File: config.mk
export PLATFORM = sky130hd
export DESIGN_NAME = sd_sec_arbiter
export DESIGN_NICKNAME = d
export VERILOG_FILES = /design/src/rtl/sd_sec_arbiter.sv
export SDC_FILE = /design/constraint.sdc
export NUM_CORES = 1
export LEC_CHECK = 0
export ABC_CLOCK_PERIOD_IN_PS = 2200
export BUFFER_PORTS_ARGS = -buffer_cell sky130_fd_sc_hd__buf_2
export CAP_MARGIN = 25
export CORE_ASPECT_RATIO = 0.75
export CORE_MARGIN = 1
export CORE_UTILIZATION = 40
export DETAILED_ROUTE_END_ITERATION = 16
export GPL_TIMING_DRIVEN = 1
export PLACE_DENSITY = 0.72
export SLEW_MARGIN = 0
export SYNTH_ARGS = -nofsm -noshare
export SYNTH_HDL_FRONTEND = slang
export SYNTH_SLANG_ARGS = --single-unit
File: constraint.sdc
create_clock -name clk -period 2.2 [get_ports clk]
set_input_delay 0.66 -clock clk [delete_from_list [all_inputs] [get_ports clk]]
set_output_delay 0.66 -clock clk [all_outputs]
set_load 0.05 [all_outputs]
File: src/rtl/sd_sec_arbiter.sv
// Two-port arbiter for the shared SD sector controller: grant, start pulse, data routing, timeout, guard gap.
// Latency: req in IDLE -> gnt next cycle -> rd/wr start pulse the cycle after gnt.
// Backpressure: req is held until gnt; further grants wait for op end plus GAP_CYCLES idle cycles.
module sd_sec_arbiter #(
    parameter int ROUND_ROBIN  = 1,
    parameter int GAP_CYCLES   = 255,
    parameter int BUSY_TIMEOUT = 1024
) (
    input  logic        clk,
    input  logic        rst,
    input  logic        sd_init_done,
    input  logic [1:0]  req,
    input  logic [1:0]  req_wr,
    input  logic [63:0] req_sec_addr,
    output logic [1:0]  gnt,
    output logic [1:0]  done,
    output logic [1:0]  err,
    output logic [1:0]  rd_val_en_o,
    output logic [15:0] rd_val_data_o,
    output logic [1:0]  wr_req_o,
    input  logic [31:0] wr_data_i,
    output logic        rd_start_en,
    output logic [31:0] rd_sec_addr,
    input  logic        rd_busy,
    input  logic        rd_val_en,
    input  logic [15:0] rd_val_data,
    output logic        wr_start_en,
    output logic [31:0] wr_sec_addr,
    input  logic        wr_busy,
    input  logic        wr_req,
    output logic [15:0] wr_data
);

    typedef enum logic [2:0] {S_IDLE, S_START, S_WAIT_BUSY, S_XFER, S_GAP} state_t;

    localparam logic [15:0] TO_LAST  = 16'(BUSY_TIMEOUT - 1);
    localparam logic [15:0] GAP_LAST = 16'(GAP_CYCLES - 1);

    state_t      state, state_nxt;
    logic        owner, last_owner, dir, pick;
    logic [31:0] lat_addr;
    logic [15:0] timer;
    logic        sel_busy, grant_ok, active;
    logic [1:0]  gnt_nxt, done_nxt, err_nxt;
    logic        rd_start_nxt, wr_start_nxt;

    assign sel_busy      = dir ? wr_busy : rd_busy;
    assign grant_ok      = sd_init_done && (|req);
    assign active        = (state == S_WAIT_BUSY) || (state == S_XFER);
    assign rd_val_data_o = rd_val_data;

    // Contention: round robin favours the port that did not own the last op.
    always_comb begin
        if (req == 2'b11)
            pick = (ROUND_ROBIN != 0) ? ~last_owner : 1'b0;
        else
            pick = req[1];
    end

    always_ff @(posedge clk) begin
        if (rst)
            state <= S_IDLE;
        else
            state <= state_nxt;
    end

    always_comb begin
        state_nxt = state;
        case (state)
            S_IDLE:      if (grant_ok) state_nxt = S_START;
            S_START:     state_nxt = S_WAIT_BUSY;
            S_WAIT_BUSY: begin
                if (sel_busy)
                    state_nxt = S_XFER;
                else if (timer == TO_LAST)
                    state_nxt = S_GAP;
            end
            S_XFER:      if (!sel_busy) state_nxt = S_GAP;
            S_GAP:       if (timer == GAP_LAST) state_nxt = S_IDLE;
            default:     state_nxt = S_IDLE;
        endcase
    end

    always_comb begin
        gnt_nxt      = 2'b00;
        done_nxt     = 2'b00;
        err_nxt      = 2'b00;
        rd_start_nxt = 1'b0;
        wr_start_nxt = 1'b0;
        rd_val_en_o  = 2'b00;
        wr_req_o     = 2'b00;
        wr_data      = 16'h0000;
        if (state == S_IDLE && grant_ok)
            gnt_nxt = pick ? 2'b10 : 2'b01;
        if (state == S_START) begin
            rd_start_nxt = !dir;
            wr_start_nxt = dir;
        end
        if (state == S_WAIT_BUSY && !sel_busy && timer == TO_LAST)
            err_nxt = owner ? 2'b10 : 2'b01;
        if (state == S_XFER && !sel_busy)
            done_nxt = owner ? 2'b10 : 2'b01;
        if (active) begin
            if (!dir) begin
                rd_val_en_o[owner] = rd_val_en;
            end else begin
                wr_req_o[owner] = wr_req;
                wr_data         = owner ? wr_data_i[31:16] : wr_data_i[15:0];
            end
        end
    end

    // Timer restarts on every state change, serving as busy timeout and gap counter.
    always_ff @(posedge clk) begin
        if (rst) begin
            gnt         <= 2'b00;
            done        <= 2'b00;
            err         <= 2'b00;
            rd_start_en <= 1'b0;
            wr_start_en <= 1'b0;
            rd_sec_addr <= 32'h0;
            wr_sec_addr <= 32'h0;
            owner       <= 1'b0;
            last_owner  <= 1'b1;
            dir         <= 1'b0;
            lat_addr    <= 32'h0;
            timer       <= 16'h0;
        end else begin
            gnt         <= gnt_nxt;
            done        <= done_nxt;
            err         <= err_nxt;
            rd_start_en <= rd_start_nxt;
            wr_start_en <= wr_start_nxt;
            if (state == S_IDLE && grant_ok) begin
                owner    <= pick;
                dir      <= req_wr[pick];
                lat_addr <= pick ? req_sec_addr[63:32] : req_sec_addr[31:0];
            end
            if (state == S_START) begin
                if (dir)
                    wr_sec_addr <= lat_addr;
                else
                    rd_sec_addr <= lat_addr;
            end
            if (state != S_GAP && state_nxt == S_GAP)
                last_owner <= owner;
            if (state_nxt != state)
                timer <= 16'h0;
            else if (timer != 16'hFFFF)
                timer <= timer + 16'h1;
        end
    end

endmodule

**Word level (Yosys, flattened, before mapping)**

Index checks and enable logic that the tools add are counted.

- Output and inout bits: 108
- Bits in registers: 126
- Word-level logic and storage cells: 77
- Bits of input ports: 123

- Mux-type cells: 22
- Add/sub/neg operators: 1
- Bitwise logic cells: 8
- Equality and inequality tests: 11
- $lt $le $gt $ge: 3
- Reductions and logical operators: 19

Operators by type and width:

| kind | number |
|---|---|
| two-way mux 16 bit | 3 |
| two-way mux 32 bit | 1 |
| adder 16 x 1 -> 16 bit, second input constant | 1 |
| equality test 16 x 10 -> 1 bit, second input constant | 1 |
| equality test 16 x 8 -> 1 bit, second input constant | 1 |
| inequality test 16 bit, second input constant | 1 |
| two-way mux 3 bit | 5 |
| case mux 3 bit (5 select lines) | 1 |
| two-way mux 2 bit | 6 |
| OR reduction 2 bit | 6 |
| logical AND 1 bit | 7 |
| equality test 3 x 2 -> 1 bit, second input constant | 2 |
| equality test 3 bit, second input constant | 2 |
| NOT 1 bit | 6 |
| two-way mux 1 bit | 5 |
| AND 2 bit | 2 |
| less-than comparator 1 x 2 -> 1 bit, second input constant | 2 |
| AND reduction 2 bit | 2 |
| equality test 3 x 1 -> 1 bit, second input constant | 1 |
| logical NOT 3 bit | 1 |
| inequality test 3 bit | 1 |
| inequality test 3 bit, second input constant | 1 |
| equality test 2 bit, second input constant | 1 |
| logical NOT 1 bit | 2 |
| other kinds (3) | 3 |

**Depth between registers and ports, before layout**

- Depth in word-level cells: 7
- Mapped depth: 8
- Mapped depth without buffers: 6

**Worst setup path after synthesis**

No wires, ideal clock.

- Kind: register -> output
- Start: register owner
- End: output rd_val_en_o[1]
- Cell stages (with the launch flop): 4
- Path buffers: 2
- Slack: -0.547 ns
- Required time: 1.540 ns
- Data arrival time: 2.087 ns
- Path through: dfxtp_1 -> clkbuf_1 -> buf_1 -> nor3b_1

- Word-level cells in the longest chain between the ends: 7
- Elaborated cells on any way between the ends: 8
- Classes of those cells: 2 x order compare; 4 x mux; 1 x bitwise; 1 x reduce/logical

Ends and longest elaborated chain:

| what | RTL line | RTL |
|---|---|---|
| from (decl) | 40 | `logic owner, last_owner, dir, pick;` |
| from (signal assigned) | 135 | `owner <= pick;` |
| less-than comparator 1 x 2 -> 1 bit (implied by the code) or >= comparator 1 bit (tied branches) | 105 | `rd_val_en_o[owner] = rd_val_en;` |
| logical AND 1 bit (implied by the code) | 105 |  |
| two-way mux 1 bit (implied by the code) | 105 |  |
| demux 1 bit (select 1 bit) (*) | 105 |  |
| AND 2 bit (no line) (*) | - |  |
| two-way mux 2 bit (*) | 104 | `if (!dir) begin` |
| two-way mux 2 bit (*) | 103 | `if (active) begin` |
| to (decl) | 18 | `output logic [1:0] rd_val_en_o,` |

Mark *: on every way between the ends. The rest lies on a longest branch, timed or not.

**Worst setup path in the final report**

- Start: register owner
- End: output wr_data[14]

- Word-level cells in the longest chain between the ends: 3

Ends and longest elaborated chain:

| what | RTL line | RTL |
|---|---|---|
| two-way mux 16 bit | 108 | `wr_data = owner ? wr_data_i[31:16] : wr_data_i[15:0];` |
| two-way mux 16 bit | 104 |  |
| two-way mux 16 bit | 103 |  |
| to (decl) | 31 | `output logic [15:0] wr_data` |

No other way between the ends.

==> impl_metrics.json <==
{
  "fin_worst_skew_ns": 0.008231,
  "reg2reg_depth": 6,
  "cap_violations": 0,
  "syn_area_per_cell_um2": 8.396,
  "regToRegStartpoint": "timer[0]$_SDFFE_PP0P_",
  "use_met3_pct": 5.359,
  "grt_start_max_net_pins": 77,
  "dp_cells": 969,
  "final_cells": 1003,
  "drive_gt1_share_pct": 33.89,
  "cp.required_ns": 1.54,
  "leakage_nw": 3.054,
  "cp.arrival_ns": 1.50,
  "critPathLaunchType": "register",
  "criticalPathCategory": "register to output port",
  "end_kind": "output port",
  "timing.fmax_mhz": 462.9,
  "core.rowCount": 36,
  "grt_antenna_before_repair": 0,
  "port_buffers": 198,
  "crit_start": "owner$_SDFFE_PP0P_",
  "hold-path-cell-count": 2,
  "design_area_um2": 7351,
  "area_delta_synth_final_pct": 35.74,
  "ys_seq_area_share_pct": 46.58,
  "syn-num-nets": 770,
  "relSlewSlack_pct": 46.76,
  "power-per-cell-area_nw_per_um2": 820.7,
  "clk_path_buf_depth": 2,
  "worstMarginPinSlew_ns": 0.7986,
  "synthMuxAreaShare_pct": 9.612,
  "synth-edff-count": 0,
  "cts_buffers": 17,
  "grt_pass1_wl_um": 21960,
  "dieArea_um2": 14010,
  "vias_per_cell": 4.991,
  "min_to": "wr_sec_addr[10]$_SDFFE_PP0P_",
  "diodes": 0,
  "grt-busiest-layer": "met2",
  "num_vias": 5006,
  "hold_viol": 0,
  "irDropWorstVdd_mv": 0.5319,
  "die_w_um": 136.4,
  "fin_crit_ns": 2.160,
  "rsz0062_at_grt": "true",
  "cts_tree": "built",
  "holdWs_ns": 0.4490,
  "yosys.area_share.simple_pct": 21.77,
  "period_share_pct": 98.20,
  "syn_area_um2": 5415,
  "ctsHoldBuffers": 0,
  "hp-class": "register to register",
  "overflow": 0,
  "clock_latency_ns": 0.40,
  "r2r_end": "timer[6]$_SDFFE_PP0P_",
  "first_global_vias": 4437,
  "synthFlopType": "dfxtp_1",
  "yosys_warnings": 0,
  "wire_per_inst_um": 14.41,
  "num-fill-cells": 1188,
  "syn_inst": 645,
  "die_h_um": 102.8,
  "drtPass1Iterations": 5,
  "clkTransAtPathRegs_ns": 0.05,
  "dpl.hpwl_um": 9950,
  "fin_util_pct": 56.08,
  "core_area_um2": 13110,
  "finalMaxSlewViolations": 0,
  "placed_area_um2": 6568,
  "cts_max_level": 4,
  "nets": 945,
  "synth_top_family_by_area": "simple AND/OR/NAND/NOR gates",
  "critPathMaxFanout": 25,
  "synth.distinct_cells": 47,
  "synth-adder-area-share_pct": 0.4621,
  "gr-usage-all-layers_pct": 20.50,
  "wl_um": 14460,
  "synth_top_area_share_pct": 46.58,
  "setup-violations-final": 0,
  "antenna_left": 0,
  "io_pins": 231,
  "synth_top_cell_by_area": "dfxtp_1",
  "synthTopCellsByArea": "dfxtp_1, nand2_1, mux2i_1",
  "drc": 0,
  "synth_xor_xnor_area_share_pct": 1.294,
  "min-delay-start": "wr_sec_addr[10]$_SDFFE_PP0P_",
  "drt_iter0_markers": 140,
  "setup_tns_ns": 0,
  "start_util_pct": 41.31,
  "synth_compound_area_share_pct": 14.51,
  "r2r_slack_ns": 0.23,
  "status": "finished clean",
  "yosys-top-cells-count": "nand2_1, dfxtp_1, nor2_1",
  "use_met2_pct": 35.06,
  "clock_sinks": 126,
  "grtUsageMet1_pct": 25.28,
  "synth.most_common_cell": "nand2_1",
  "async_flop_share_pct": 0,
  "ys_ff_latch": 126,
  "gp_congestion": 0.8263,
  "root_buffer": "clkbuf_16"
}
==> worst max-delay path, stage by stage (launching register included) <==
cell and delay [ns]:
dfxtp_1 0.35, buf_12 0.21, mux2i_1 0.29, nor2_1 0.08, buf_6 0.16
==> worst max-delay path by stage <==
stage	endpoint	cells after the start
2_1_floorplan	wr_data[11]	5
3_3_place_gp	timer[1]$_SDFFE_PP0P_	6
3_5_place_dp	timer[10]$_SDFFE_PP0P_	6
4_1_cts	wr_data[14]	4
5_1_grt	rd_val_en_o[1]	5
6_report	wr_data[14]	4
==> flip-flops by register name, summed over array words and instances (netlist names) <==
name,flops
lat_addr,32
rd_sec_addr,32
wr_sec_addr,32
timer,16
state,3
done,2
err,2
gnt,2
dir,1
last_owner,1
owner,1
rd_start_en,1
wr_start_en,1
==> cell usage in the layout, fill, tap and decap left out, types with 6 or more instances in the layout <==
master,synthesis,routed
dfxtp_1,126,123
nor3_1,9,7
a211oi_1,36,36
buf_12,0,6
buf_2,10,178
buf_4,17,16
nand2_1,140,138
nand3_1,9,9
mux2i_1,52,52
clkbuf_16,0,17
buf_6,0,16
nor2_2,0,9
nor2_1,78,69
xnor2_1,6,6
a21oi_1,70,70
==> timing repair <==
action / in CTS / in global routing
resized for setup: 25 / 30
buffers inserted: 0 / 2
setup endpoints to repair: 20 / 19
gates cloned: 0 / 1
pin swaps: 1 / 2
==> layer usage <==
| layer | up-vias | part of all wire [%] |
|---|---|---|
| li1 | 2540 | - |
| met1 | 2262 | 44 |
| met2 | 186 | 48 |
| met3 | 18 | 6.8 |
| met4 | 0 | 0.99 |
| met5 | - | 0 |
==> final cells by class <==
type | count | area [um2] | share of cell area (%)
Clock buffer | 18 | 439.2 | 5.974
Clock inverter | 13 | 165.2 | 2.247
Inverter | 2 | 7.507 | 0.1021
Multi-Input combinational cell | 456 | 2678 | 36.43
Sequential cell | 126 | 2529 | 34.40
Tap cell | 171 | 214.0 | 2.911
Timing Repair Buffer | 217 | 1319 | 17.94
==> power by group <==
part	leakage [nW]	switching [mW]	internal, mW
clock network	0.296	1.02	1.81
registers	1.03	0.0761	2.39
logic	1.73	0.450	0.287
==> metrics by stage <==
step           power (mW)  setup WS, ns
3_5_place_dp        3.230        0.1055
3_3_place_gp        3.219        0.1820
5_1_grt             6.275      -0.01355
4_1_cts             6.081      0.006662
6_report            6.033       0.03958
2_1_floorplan       3.043       -0.2661
==> logic make-up (layout without fill, tap and decap cells) <==
group	Yosys count	in the layout
and+or+nand+nor	270	270
AOI/OAI and AO/OA	124	124
DFF	126	126
adders and majority gates	2	2
muxes	52	52
buffers and inverters	63	250
xor gates and xnor gates	8	8
(Power assumes the default switching activity.)
